[src/rtl/enc_pkg.sv]
// Shared types and the fixed-priority encode helper for the 4-to-2 event encoder.
package enc_pkg;

  typedef logic [1:0] code_t;

  localparam int NLINES = 4;

  function automatic code_t pri_enc(input logic [3:0] v);
    code_t c;
    if (v[3]) begin
      c = 2'd3;
    end else if (v[2]) begin
      c = 2'd2;
    end else if (v[1]) begin
      c = 2'd1;
    end else begin
      c = 2'd0;
    end
    return c;
  endfunction

endpackage

[src/rtl/enc_4_2_evt_code_fifo.sv]
// Code FIFO: register array with count-derived full/empty and wrapping pointers.
module code_fifo #(
  parameter int DEPTH = 4,
  parameter type T = logic [1:0],
  localparam int AW = $clog2(DEPTH),
  localparam int CW = $clog2(DEPTH) + 1
) (
  input  logic          clk,
  input  logic          rst_n,
  input  logic          push,
  input  logic          pop,
  input  T              din,
  output T              dout,
  output logic [CW-1:0] count,
  output logic          full,
  output logic          empty
);

  T              mem_q [DEPTH];
  T              mem_d [DEPTH];
  logic [AW-1:0] wr_ptr_q, wr_ptr_d;
  logic [AW-1:0] rd_ptr_q, rd_ptr_d;
  logic [CW-1:0] count_q, count_d;
  logic          push_ok_s, pop_ok_s;

  assign full  = (count_q == CW'(DEPTH));
  assign empty = (count_q == CW'(0));
  assign count = count_q;
  assign dout  = mem_q[rd_ptr_q];

  // Next-state for storage, pointers and occupancy; full blocks push even alongside a pop.
  always_comb begin
    push_ok_s = push & ~full;
    pop_ok_s  = pop & ~empty;
    mem_d     = mem_q;
    if (push_ok_s) begin
      mem_d[wr_ptr_q] = din;
      wr_ptr_d        = wr_ptr_q + AW'(1);
    end else begin
      wr_ptr_d = wr_ptr_q;
    end
    if (pop_ok_s) begin
      rd_ptr_d = rd_ptr_q + AW'(1);
    end else begin
      rd_ptr_d = rd_ptr_q;
    end
    case ({push_ok_s, pop_ok_s})
      2'b10:   count_d = count_q + CW'(1);
      2'b01:   count_d = count_q - CW'(1);
      default: count_d = count_q;
    endcase
  end

  // State registers.
  always_ff @(posedge clk or negedge rst_n) begin
    if (!rst_n) begin
      for (int i = 0; i < DEPTH; i++) begin
        mem_q[i] <= T'(0);
      end
      wr_ptr_q <= AW'(0);
      rd_ptr_q <= AW'(0);
      count_q  <= CW'(0);
    end else begin
      mem_q    <= mem_d;
      wr_ptr_q <= wr_ptr_d;
      rd_ptr_q <= rd_ptr_d;
      count_q  <= count_d;
    end
  end

endmodule

[src/rtl/enc_4_2_evt.sv]
// Event-driven 4-to-2 encoder: rising edges on d become queued 2-bit codes.
module enc_4_2_evt
  import enc_pkg::*;
#(
  parameter int DEPTH = 4
) (
  input  logic                     clk,
  input  logic                     rst_n,
  input  logic [NLINES-1:0]        d,
  input  logic                     ovf_clr,
  input  logic                     ready,
  output logic [1:0]               y,
  output logic                     valid,
  output logic                     ovf,
  output logic [$clog2(DEPTH):0]   count
);

  logic [NLINES-1:0] d_q, d_d;
  logic [NLINES-1:0] pend_q, pend_d;
  logic              ovf_q, ovf_d;
  logic [NLINES-1:0] rise_s, clr_s;
  code_t             sel_s;
  logic              push_s, pop_s, ovf_set_s;
  logic              full_s, empty_s;
  code_t             head_s;

  // Edge detect, selection, pending bookkeeping and overflow; a new rise beats the push-clear.
  always_comb begin
    d_d       = d;
    rise_s    = d & ~d_q;
    sel_s     = pri_enc(pend_q);
    push_s    = (pend_q != 4'b0000) && !full_s;
    pop_s     = !empty_s && ready;
    if (push_s) begin
      clr_s = 4'b0001 << sel_s;
    end else begin
      clr_s = 4'b0000;
    end
    pend_d    = (pend_q & ~clr_s) | rise_s;
    ovf_set_s = |(rise_s & pend_q & ~clr_s);
    if (ovf_set_s) begin
      ovf_d = 1'b1;
    end else if (ovf_clr) begin
      ovf_d = 1'b0;
    end else begin
      ovf_d = ovf_q;
    end
  end

  // Registers; d_q resets high so lines already asserted at release raise nothing.
  always_ff @(posedge clk or negedge rst_n) begin
    if (!rst_n) begin
      d_q    <= 4'b1111;
      pend_q <= 4'b0000;
      ovf_q  <= 1'b0;
    end else begin
      d_q    <= d_d;
      pend_q <= pend_d;
      ovf_q  <= ovf_d;
    end
  end

  code_fifo #(
    .DEPTH (DEPTH),
    .T     (code_t)
  ) u_fifo (
    .clk   (clk),
    .rst_n (rst_n),
    .push  (push_s),
    .pop   (pop_s),
    .din   (sel_s),
    .dout  (head_s),
    .count (count),
    .full  (full_s),
    .empty (empty_s)
  );

  assign y     = head_s;
  assign valid = !empty_s;
  assign ovf   = ovf_q;

endmodule
[config.mk]
export PLATFORM = sky130hd
export DESIGN_NAME = enc_4_2_evt
export DESIGN_NICKNAME = d
export VERILOG_FILES = /design/src/rtl/enc_pkg.sv /design/src/rtl/enc_4_2_evt_code_fifo.sv /design/src/rtl/enc_4_2_evt.sv
export SDC_FILE = /design/constraint.sdc
export NUM_CORES = 1
export LEC_CHECK = 0
export BUFFER_PORTS_ARGS = -buffer_cell sky130_fd_sc_hd__buf_2
export CORE_MARGIN = 2
export CORE_UTILIZATION = 50
export CTS_BUF_LIST = sky130_fd_sc_hd__clkbuf_4 sky130_fd_sc_hd__clkbuf_8
export DETAILED_ROUTE_END_ITERATION = 10
export MAX_ROUTING_LAYER = met4
export PLACE_DENSITY = 0.71
export SYNTH_ARGS = -nofsm -noshare
export SYNTH_HDL_FRONTEND = slang
export SYNTH_SLANG_ARGS = --single-unit
[constraint.sdc]
create_clock -name clk -period 3.4 [get_ports clk]
set_input_delay 0.68 -clock clk [delete_from_list [all_inputs] [get_ports clk]]
set_output_delay 0.68 -clock clk [all_outputs]
set_load 0.03 [all_outputs]
==> flow_summary.toml <==
[global_routing]
grt_pass1_vias = 730
grt_max_degree = 25
use_met2_pct = 28.8
grt_pass1_wl_um = 3460
antenna_found_initial = 0
grt_use_met1_pct = 24.1
grt_busiest_layer = "met2"
gr-usage-all-layers_pct = 18.6
grtUsageMet3_pct = 2.59
overflow = 0

[floorplanning]
num_rows = 17
io_pins = 15
dieArea_sq_mm = 0.00268
initial_utilization_pct = 52.1
core_area_sq_mm = 0.00219
die_x_um = 51.8
die_y_um = 51.8

[power]
clkPwrFrac_pct = 11.4
p_sw_uw = 503
p_per_area_mw_per_mm2 = 989
peakVddDrop_uv = 532
seq_power_share_pct = 40.4
combPwrFrac_pct = 48.1
p_int_uw = 763
sw_frac_of_total_pct = 39.7
p_leak_uw = 0.000602

[timing]
fin_hold_ws_ps = 330
tightest_slew_ps = 526
slew-limit-headroom_pct = 65.0
hold_viol = 0
finalCritPeriodShare_pct = 70.1
min_period_ps = 2380
grt_setup_unrepaired = "false"
fin_setup_tns_ps = 0
clock_skew_ps = 4.74
maxSlewViolCount = 0
setup_viol = 0
max_freq_ghz = 0.420

[clock_tree]
cts_buffer_depth = 2
cts_root_buf = "clkbuf_4"
holdBufCountCts = 0
cts_tree = "yes"
post-cts-setup-buffer-count = 0
htree_num_levels = 1
clk_pin_slew_ps = 120
clock_sinks = 24
cts_resized = 0
numCtsBuffers = 3
clock_latency_ps = 300

[critical_path]
endpoint_kind = "flip-flop"
critPathBufInv = 2
cp_cell_sequence = "or4_4, and2_4, inv_1, ha_1, inv_1, fa_1, xor2_1, nor2_1, xor2_1"
cp-start-kind = "flip-flop"
rr_worst_depth = 9
critPathSlowestCell = "or4_4"
path_class = "reg -> reg"
required_ps = 3640
cp_num_cells = 9
worstReg2RegEnd = "u_fifo.count[2]"
path_max_fanout = 6
max_stage_delay_ps = 570
reg2reg_slack_ps = 1020
worst_r2r_startpoint = "pend_q[1]"
critPathArrivalTime_ps = 2620
cpLargestDelayFamily = "simple AND/OR/NAND/NOR gates"

[synthesis]
synth_flop_cell = "dfrtp_1"
netlist_instances = 88
ys_types = 33
avgSynthCellArea_sq_um = 13.0
async_reset_ff_share_pct = 100
synth_edf_count = 0
synth-seq-cells = 24
synth_nets = 102
syn_area_sq_mm = 0.00114
yosysWarnings = 0
synth.yosys.seq_area_share_pct = 53.0

[detailed_routing]
antenna_left = 0
wirelength_um = 1920
drc = 0
drt_iter0_markers = 4
route.detailed.wl_per_inst_um = 14.4
vias = 693
vias_per_cell = 5.21
dr.pass1.iters = 4

[place]
place_area_sq_mm = 0.00124
routabilityCongestion = 0.800
io_buffers = 14
hpwl_um = 1490

[layout]
syn2layout_area_growth_pct = 12.0
nFillCells = 176
antenna_cells = 0
final_cell_mix = "20 x dfrtp_1, 14 x buf_2, 11 x inv_1, 8 x mux2_2, 5 x ha_1"
fin_nets = 120
layout_commonest_cell = "dfrtp_1"
postLayoutCellArea_sq_mm = 0.00128
layout-drive-gt1-share_pct = 37.1

[job]
drv_cap = 0

[worst_hold_path]
worstHoldPathType = "in -> async"

[run_status]
status = "completed"
## registers in the layout, summed over array words and instances (netlist names)
name,flops
u_fifo.mem_q,8
pend_q,4
ovf,1
d_q,4
u_fifo.wr_ptr_q,2
u_fifo.count,3
u_fifo.rd_ptr_q,2
## power groups by stage
stage	Sequential, uW	Combinational [uW]	Clock (uW)
after floorplan	537	443	0
after global placement	509	594	0
after detailed placement	521	614	0
after CTS	514	615	151
after global routing	530	673	164
final	512	609	145
## worst register-to-register path, cell delays in order (launching register included)
cell     delay (ps)
dfrtp_1         460
or4_4           570
and2_4          200
inv_1            50
ha_1            180
inv_1            60
fa_1            370
xor2_1          150
nor2_1          110
xor2_1          150
## area by class of cell
type,count,area (sq um),area share (%)
clock buffer,4,36.3,2.83
inverter,11,41.3,3.23
multi-input combinational,52,492,38.4
sequential,24,606,47.3
tap,28,35.0,2.74
timing repair buffer,14,70.1,5.47
## metal layers
metal / vias to the layer above / part of all wire (%)
li1: 343 / -
met1: 339 / 48
met2: 9 / 48
met3: 2 / 2.8
met4: 0 / 1.1
met5: - / 0
## synth_stat cells (2+ instances only)
cell type	count	share of area, %
xnor2_1	3	2.3
nor2_1	2	0.66
o2111ai_1	2	1.5
ha_1	5	5.5
o21ai_0	2	0.88
dfrtp_1	20	44
nor2b_1	2	1.1
dfstp_2	4	9.2
nand3_1	4	1.8
inv_1	11	3.6
xor2_1	3	2.3
mux2_2	8	7.9
mux4_2	2	3.9
## stage by stage
stage,std cells,total power (uW),setup WS (ps),util [%]
6_report,133,1270,1020,58.4
5_1_grt,133,1370,852,58.4
4_1_cts,133,1280,1030,58.4
3_5_place_dp,129,1130,1070,56.8
3_3_place_gp,129,1100,1130,56.8
2_1_floorplan,88,980,1060,-
## worst max path at each step
stage | startpoint | endpoint
floorplan | u_fifo.count[0] | u_fifo.count[2]
global placement | pend_q[1] | u_fifo.count[2]
global route | u_fifo.count[0] | u_fifo.count[2]
CTS | pend_q[1] | u_fifo.count[2]
detailed placement | pend_q[1] | u_fifo.count[2]
finish | pend_q[1] | u_fifo.count[2]
## cells by family after synthesis
group                      count (synthesis)  share of synthesized area [%]
DFF                                       24                           53.0
xor gates and xnor gates                   6                           4.60
AOI/OAI and AO/OA                         11                           7.56
muxes                                     12                           14.0
and+or+nand+nor                           17                           9.64
buffers and inverters                     12                           3.94
adders and majority gates                  6                           7.23
(Power assumes the default switching activity.)
